**src/rtl/pwm_capture_if.sv**
```systemverilog
// pwm_capture_if: groups the PWM input and the capture result signals of pwm_capture.
// The slave modport is the capture block; the master modport is whatever drives/reads it.
interface pwm_capture_if #(
    parameter int CW = 16
);
    logic          pwm_in;
    logic          cap_valid;
    logic [CW-1:0] cap_period;
    logic [CW-1:0] cap_high;
    logic          timeout;
    logic          stuck_level;

    modport master (
        output pwm_in,
        input  cap_valid, cap_period, cap_high, timeout, stuck_level
    );

    modport slave (
        input  pwm_in,
        output cap_valid, cap_period, cap_high, timeout, stuck_level
    );
endinterface

```
**src/rtl/pwm_capture.sv**
```systemverilog
// pwm_capture: measures high time and rising-to-rising period of an asynchronous PWM input.
// Define PWM_CAPTURE_FILTER_EN to insert a FILT_LEN-cycle glitch filter after the synchroniser.
module pwm_capture #(
    parameter int CW          = 16,
    parameter int SYNC_STAGES = 2,
    parameter int FILT_LEN    = 3
) (
    input  logic         clk,
    input  logic         rst,
    pwm_capture_if.slave bus
);
    localparam logic [CW-1:0] CNT_MAX = {CW{1'b1}};
    localparam logic [CW-1:0] CNT_ONE = {{(CW-1){1'b0}}, 1'b1};

    typedef enum logic [0:0] {
        WAIT_EDGE = 1'b0,
        MEASURE   = 1'b1
    } state_t;

    logic [SYNC_STAGES-1:0] r_sync;
    logic                   w_sync_lvl;
    logic                   w_lvl_next;
    logic                   r_s;
    logic                   r_s_d;
    logic                   w_rise;

    state_t                 r_state;
    state_t                 w_state_nx;
    logic [CW-1:0]          r_period_cnt;
    logic [CW-1:0]          w_period_nx;
    logic [CW-1:0]          r_high_cnt;
    logic [CW-1:0]          w_high_nx;
    logic                   r_cap_valid;
    logic                   w_valid_nx;
    logic [CW-1:0]          r_cap_period;
    logic [CW-1:0]          w_cap_period_nx;
    logic [CW-1:0]          r_cap_high;
    logic [CW-1:0]          w_cap_high_nx;
    logic                   r_timeout;
    logic                   w_timeout_nx;
    logic                   r_stuck;
    logic                   w_stuck_nx;

    // Synchroniser chain for the asynchronous input
    always_ff @(posedge clk) begin
        if (rst) begin
            r_sync <= '0;
        end else begin
            r_sync <= {r_sync[SYNC_STAGES-2:0], bus.pwm_in};
        end
    end

    assign w_sync_lvl = r_sync[SYNC_STAGES-1];

`ifdef PWM_CAPTURE_FILTER_EN
    localparam int            FW        = $clog2(FILT_LEN);
    localparam logic [FW-1:0] FILT_LAST = FW'(FILT_LEN - 1);

    logic [FW-1:0] r_filt_cnt;
    logic          r_filt;

    // Glitch filter: follow the synchronised level only after FILT_LEN identical cycles
    always_ff @(posedge clk) begin
        if (rst) begin
            r_filt_cnt <= '0;
            r_filt     <= 1'b0;
        end else if (w_sync_lvl == r_filt) begin
            r_filt_cnt <= '0;
        end else if (r_filt_cnt == FILT_LAST) begin
            r_filt_cnt <= '0;
            r_filt     <= w_sync_lvl;
        end else begin
            r_filt_cnt <= r_filt_cnt + FW'(1);
        end
    end

    assign w_lvl_next = r_filt;
`else
    assign w_lvl_next = w_sync_lvl;
`endif

    // Level register and its one-cycle delay for rising-edge detection
    always_ff @(posedge clk) begin
        if (rst) begin
            r_s   <= 1'b0;
            r_s_d <= 1'b0;
        end else begin
            r_s   <= w_lvl_next;
            r_s_d <= r_s;
        end
    end

    assign w_rise = r_s & ~r_s_d;

    // Measurement state and result registers
    always_ff @(posedge clk) begin
        if (rst) begin
            r_state      <= WAIT_EDGE;
            r_period_cnt <= '0;
            r_high_cnt   <= '0;
            r_cap_valid  <= 1'b0;
            r_cap_period <= '0;
            r_cap_high   <= '0;
            r_timeout    <= 1'b0;
            r_stuck      <= 1'b0;
        end else begin
            r_state      <= w_state_nx;
            r_period_cnt <= w_period_nx;
            r_high_cnt   <= w_high_nx;
            r_cap_valid  <= w_valid_nx;
            r_cap_period <= w_cap_period_nx;
            r_cap_high   <= w_cap_high_nx;
            r_timeout    <= w_timeout_nx;
            r_stuck      <= w_stuck_nx;
        end
    end

    // Next-state logic; a rise in the saturating cycle still produces a normal capture
    always_comb begin
        w_state_nx      = r_state;
        w_period_nx     = r_period_cnt;
        w_high_nx       = r_high_cnt;
        w_valid_nx      = 1'b0;
        w_cap_period_nx = r_cap_period;
        w_cap_high_nx   = r_cap_high;
        w_timeout_nx    = r_timeout;
        w_stuck_nx      = r_stuck;
        case (r_state)
            WAIT_EDGE: begin
                if (w_rise) begin
                    w_period_nx = CNT_ONE;
                    w_high_nx   = CNT_ONE;
                    w_state_nx  = MEASURE;
                end else begin
                    w_state_nx  = WAIT_EDGE;
                end
            end
            MEASURE: begin
                if (w_rise) begin
                    w_cap_period_nx = r_period_cnt;
                    w_cap_high_nx   = r_high_cnt;
                    w_valid_nx      = 1'b1;
                    w_period_nx     = CNT_ONE;
                    w_high_nx       = CNT_ONE;
                    w_timeout_nx    = 1'b0;
                end else if (r_period_cnt == CNT_MAX) begin
                    w_timeout_nx = 1'b1;
                    w_stuck_nx   = r_s;
                    w_period_nx  = '0;
                    w_high_nx    = '0;
                    w_state_nx   = WAIT_EDGE;
                end else begin
                    w_period_nx = r_period_cnt + CNT_ONE;
                    if (r_s) begin
                        w_high_nx = r_high_cnt + CNT_ONE;
                    end else begin
                        w_high_nx = r_high_cnt;
                    end
                end
            end
            default: begin
                w_state_nx  = WAIT_EDGE;
                w_period_nx = '0;
                w_high_nx   = '0;
            end
        endcase
    end

    assign bus.cap_valid   = r_cap_valid;
    assign bus.cap_period  = r_cap_period;
    assign bus.cap_high    = r_cap_high;
    assign bus.timeout     = r_timeout;
    assign bus.stuck_level = r_stuck;
endmodule

```
**src/flat_wrapper.sv**
```systemverilog
// flat-port wrapper written by rule: the top's interface ports become plain ports
module pwm_capture_flat 
#(
    parameter int CW          = 16,
    parameter int SYNC_STAGES = 2,
    parameter int FILT_LEN    = 3
)
  (clk, rst, bus_pwm_in, bus_cap_valid, bus_cap_period, bus_cap_high, bus_timeout, bus_stuck_level);
  pwm_capture_if #(.CW(CW)) bus_i ();
  input  logic clk;
  input  logic rst;
  input wire logic [$bits(bus_i.pwm_in)-1:0] bus_pwm_in;
  output wire logic [$bits(bus_i.cap_valid)-1:0] bus_cap_valid;
  output wire logic [$bits(bus_i.cap_period)-1:0] bus_cap_period;
  output wire logic [$bits(bus_i.cap_high)-1:0] bus_cap_high;
  output wire logic [$bits(bus_i.timeout)-1:0] bus_timeout;
  output wire logic [$bits(bus_i.stuck_level)-1:0] bus_stuck_level;
  assign bus_i.pwm_in = bus_pwm_in;
  assign bus_cap_valid = bus_i.cap_valid;
  assign bus_cap_period = bus_i.cap_period;
  assign bus_cap_high = bus_i.cap_high;
  assign bus_timeout = bus_i.timeout;
  assign bus_stuck_level = bus_i.stuck_level;
  pwm_capture #(.CW(CW), .SYNC_STAGES(SYNC_STAGES), .FILT_LEN(FILT_LEN)) u_core (.clk(clk), .rst(rst), .bus(bus_i));
endmodule
```
**config.mk**
```make
export PLATFORM = sky130hd
export DESIGN_NAME = pwm_capture_flat
export DESIGN_NICKNAME = d
export VERILOG_FILES = /design/src/rtl/pwm_capture_if.sv /design/src/rtl/pwm_capture.sv /design/src/flat_wrapper.sv
export SDC_FILE = /design/constraint.sdc
export NUM_CORES = 1
export LEC_CHECK = 0
export CAP_MARGIN = 5
export CORE_ASPECT_RATIO = 0.9
export CORE_MARGIN = 4
export CORE_UTILIZATION = 35
export DETAILED_ROUTE_END_ITERATION = 8
export PLACE_DENSITY = 0.62
export SLEW_MARGIN = 10
export SYNTH_ARGS = -nofsm -noshare
export SYNTH_HDL_FRONTEND = slang
export SYNTH_SLANG_ARGS = --single-unit
```
**constraint.sdc**
```tcl
create_clock -name clk -period 2.22 [get_ports clk]
set_input_delay 0.444 -clock clk [delete_from_list [all_inputs] [get_ports clk]]
set_output_delay 0.444 -clock clk [all_outputs]
set_load 0.02 [all_outputs]
```
==> results of run 1 <==
-- state kept, by name, summed over array words and instances (netlist names) --
| signal | flops |
|---|---|
| u_core.bus.timeout | 1 |
| u_core.r_sync | 2 |
| u_core.bus.cap_period | 16 |
| u_core.r_period_cnt | 16 |
| u_core.bus.stuck_level | 1 |
| u_core.r_state | 1 |
| u_core.bus.cap_valid | 1 |
| u_core.r_s | 1 |
| u_core.bus.cap_high | 16 |
| u_core.r_high_cnt | 16 |
| u_core.r_s_d | 1 |
-- critical path, delay by kind of cell, from the launching register on --
kind,cells,cell delay [ns]
and+or+nand+nor,3,0.47
DFF,1,0.36
AOI/OAI and AO/OA,2,0.88
adders and majority gates,1,0.23
-- metal layers --
layer  vias up  part of all wire, %
met1      1152                   53
met3        14                  3.4
met5         -                    0
li1       1199                    -
met4         0                  2.5
met2        43                   41
-- power groups by stage --
stage	combinational [mW]	clock [mW]	sequential, mW
after floorplan	0.0387	0	1.33
after CTS	0.0696	0.910	1.30
after detailed placement	0.0688	0	1.33
final	0.0690	0.888	1.30
after global placement	0.0681	0	1.33
after global routing	0.0758	0.959	1.30
-- Yosys cell counts, types with 3 or more instances --
| cell | number |
|---|---|
| a22o_1 | 32 |
| nand3b_1 | 3 |
| a21oi_1 | 18 |
| xor2_1 | 6 |
| nand4_1 | 4 |
| a31oi_1 | 3 |
| nor4_1 | 3 |
| nand3_1 | 14 |
| clkbuf_1 | 11 |
| xnor2_1 | 3 |
| nor2b_1 | 7 |
| or3_1 | 8 |
| nor3_1 | 4 |
| o21ai_0 | 18 |
| nand2b_1 | 4 |
| dfxtp_1 | 72 |
| o31ai_1 | 4 |
| inv_1 | 7 |
| nand2_1 | 21 |
| nor2_1 | 20 |
| or4_1 | 5 |
-- kinds of logic after synthesis --
family,after synthesis,synth area share [%]
flops,72,51.2
compound gates,84,20.9
buf+inv,21,2.94
mux,1,0.356
xor+xnor,9,2.80
simple gates,104,20.9
fa+ha+maj,2,0.890
-- cell type report --
type	count	area, sq um	share of cell area [%]
sequential	72	1440	39.6
multi-input combinational	200	1300	35.8
timing repair buffer	66	588	16.2
clock buffer	12	155	4.26
tap	96	120	3.30
inverter	7	26.3	0.722
clock inverter	1	5.00	0.138
-- how the worst min path moves through the flow --
stage	start	end	slack (ns)
after global placement	u_core.r_sync[0]$_SDFF_PP0_	u_core.r_sync[1]$_SDFF_PP0_	0.42
after floorplan	u_core.r_sync[1]$_SDFF_PP0_	u_core.r_s$_SDFF_PP0_	0.41
after global routing	u_core.r_sync[1]$_SDFF_PP0_	u_core.r_s$_SDFF_PP0_	0.45
after detailed placement	u_core.r_sync[0]$_SDFF_PP0_	u_core.r_sync[1]$_SDFF_PP0_	0.43
final	u_core.r_sync[1]$_SDFF_PP0_	u_core.r_s$_SDFF_PP0_	0.44
after CTS	u_core.r_sync[0]$_SDFF_PP0_	u_core.r_sync[1]$_SDFF_PP0_	0.44
-- stage by stage --
step           util, %  power, mW  setup slack, ns
2_1_floorplan        -       1.37            0.202
3_3_place_gp      45.1       1.40            0.205
3_5_place_dp      45.1       1.40            0.167
4_1_cts           47.2       2.28            0.140
5_1_grt           47.3       2.34           0.0338
6_report          47.3       2.26            0.181
-- repair_timing --
item                                    in CTS  in global routing
gates resized for setup                      0                  1
endpoints found under the setup margin       0                  2
hold buffers                                 0                  0
==> out/results.tsv, run 1 <==
stage	metric	value	unit
floorplan	die_w	102	um
floorplan	core-area	0.00769	sq mm
hold_path	holdPathStages	1	
setup_path	endpoint_kind	register	
drt	antenna_left	0	
synthesis	postSynthCellCount	293	
final_layout	drive_gt1_share	14.2	%
drt	finalWirelength	6.60	mm
drt	via_count	2408	
global_routing	grt_max_degree	24	
setup_path	cp_max_fo	18	
drt	drc	0	
sta	hold_violations	0	
place	placed_cell_area	0.00347	sq mm
global_routing	grt_pass1_wl	10.9	mm
global_routing	antenna_found_initial	0	
floorplan	dieArea	0.00954	sq mm
place	place_inst	441	
floorplan	initial_core_util	36.6	%
sta	period_share	91.8	%
power_and_ir_drop	pwr-share-seq	57.6	%
final_layout	layout_common_cells	dfxtp_1 (72), clkdlybuf4s50_1 (37), a22o_1 (32), buf_4 (29), nand2_1 (21)	
clock_tree	clk_latency	0.34	ns
power_and_ir_drop	clkPwrFrac	39.3	%
global_routing	grt_use_met1	21.0	%
synthesis	synth-edff-count	0	
place	hpwl	4.60	mm
synthesis	syn-cell-area	0.00281	sq mm
synthesis	synth_cell_types	41	
synthesis	syn_avg_cell_area	9.60	sq um
clock_tree	clk_pin_slew	0.06	ns
sta	slew_viol_final	0	
drt	wl_per_cell	14.5	um
sta	fmax	0.490	GHz
place	io_buffer_count	37	
synthesis	ys_ff_latch	72	
drt	dr.pass1.iters	4	
setup_path	crit_path_max_incr_delay	0.62	ns
setup_path	cp.arrival	2.26	ns
sta	clock_skew	0.00713	ns
setup_path	cp_slowest_cell	a22oi_2	
drt	via_per_inst	5.30	
global_routing	grt_overflow_total	0	
clock_tree	numCtsBuffers	9	
global_routing	grt_busiest_layer	met1	
synthesis	synth-async-reset-ratio	0	%
sta	rsz0062_at_grt	false	
clock_tree	clock_sinks	72	
setup_path	r2r_start	u_core.r_period_cnt[0]$_SDFFE_PP0P_	
sta	worstMarginPinSlew	0.724	ns
synthesis	netlist_top_cells_area	dfxtp_1 (51%), a22o_1 (10%), a21oi_1 (3.2%), o21ai_0 (3.2%), nand2_1 (2.8%)	
global_routing	use_met3	2.24	%
power_and_ir_drop	ir_drop	0.316	mV
setup_path	startpoint	u_core.r_period_cnt[0]$_SDFFE_PP0P_	
setup_path	rrSetupSlack	0.18	ns
status	status	completed	
sta	relSlewSlack	51.8	%
clock_tree	clockRootBuffer	clkbuf_8	
setup_path	crit_end	u_core.r_high_cnt[13]$_SDFFE_PP0P_	
synthesis	synth-warning-count	0	
setup_path	worstPathRequired	2.45	ns
synthesis	synth_top_area_share	51.2	%
global_routing	track_usage	14.6	%
synthesis	ys.flop_type	dfxtp_1	
global_routing	use_met2	20.5	%
power_and_ir_drop	p_comb_share	3.1	%
sta	whs	0.440	ns
synthesis	synth_fp_nets	298	
flow_run	drv_cap	0	
setup_path	r2r-end	u_core.r_high_cnt[13]$_SDFFE_PP0P_	
clock_tree	htree_levels	3	
power_and_ir_drop	p_sw	489	uW
power_and_ir_drop	p_leak	1.33	nW
power_and_ir_drop	p_per_area	621	mW/mm^2
global_routing	grt_pass1_vias	2221	
sta	min_period	2.04	ns
setup_path	crit_chain	ha_1, nand2_1, nor4_4, a22oi_2, and4b_1, a211o_1	
sta	fin_setup_tns	0	ns
final_layout	mostFrequentLayoutCell	dfxtp_1	
clock_tree	clock_path_buffers	2	
clock_tree	cts_setup_buffers	0	
sta	finalSetupViolCount	0	
hold_path	hp-class	reg2reg	
place	place.gp.congestion	0.925	
final_layout	antenna_cells	0	
setup_path	path_class	reg2reg	
final_layout	nFillCells	721	
final_layout	area_growth	29.4	%
setup_path	reg2reg_depth	6	
floorplan	rows	30	
clock_tree	cts_tree	yes	
synthesis	synth_area_leader_cell	dfxtp_1	
power_and_ir_drop	switching_share	21.7	%
drt	drt_first_iter_violations	96	
floorplan	die_h	93.0	um
setup_path	cp-start-kind	register	
final_layout	layout.cells.non_filler	454	
synthesis	ys_seq_area_share	51.2	%
final_layout	design_area	0.00364	sq mm
floorplan	io_pins	38	
power_and_ir_drop	p_int	1.77	mW
final_layout	nets	361	
No activity file was read; power rests on OpenSTA's default activity.
==> run 2, diff against run 1 <==
--- a/config.mk
+++ b/config.mk
@@ -9,9 +9,9 @@
 export CORE_ASPECT_RATIO = 0.9
 export CORE_MARGIN = 4
 export CORE_UTILIZATION = 35
+export CTS_CLUSTER_SIZE = 16
 export DETAILED_ROUTE_END_ITERATION = 8
 export PLACE_DENSITY = 0.62
-export SLEW_MARGIN = 10
 export SYNTH_ARGS = -nofsm -noshare
 export SYNTH_HDL_FRONTEND = slang
 export SYNTH_SLANG_ARGS = --single-unit
==> results of run 2 <==
Same layout as run 1: the final DEF is identical, and so are final timing and power.
==> run 3, diff against run 2 <==
--- a/config.mk
+++ b/config.mk
@@ -11,6 +11,7 @@
 export CORE_UTILIZATION = 35
 export CTS_CLUSTER_SIZE = 16
 export DETAILED_ROUTE_END_ITERATION = 8
+export GPL_TIMING_DRIVEN = 1
 export PLACE_DENSITY = 0.62
 export SYNTH_ARGS = -nofsm -noshare
 export SYNTH_HDL_FRONTEND = slang
==> results of run 3 <==
Same layout as run 1: the final DEF is identical, and so are final timing and power.
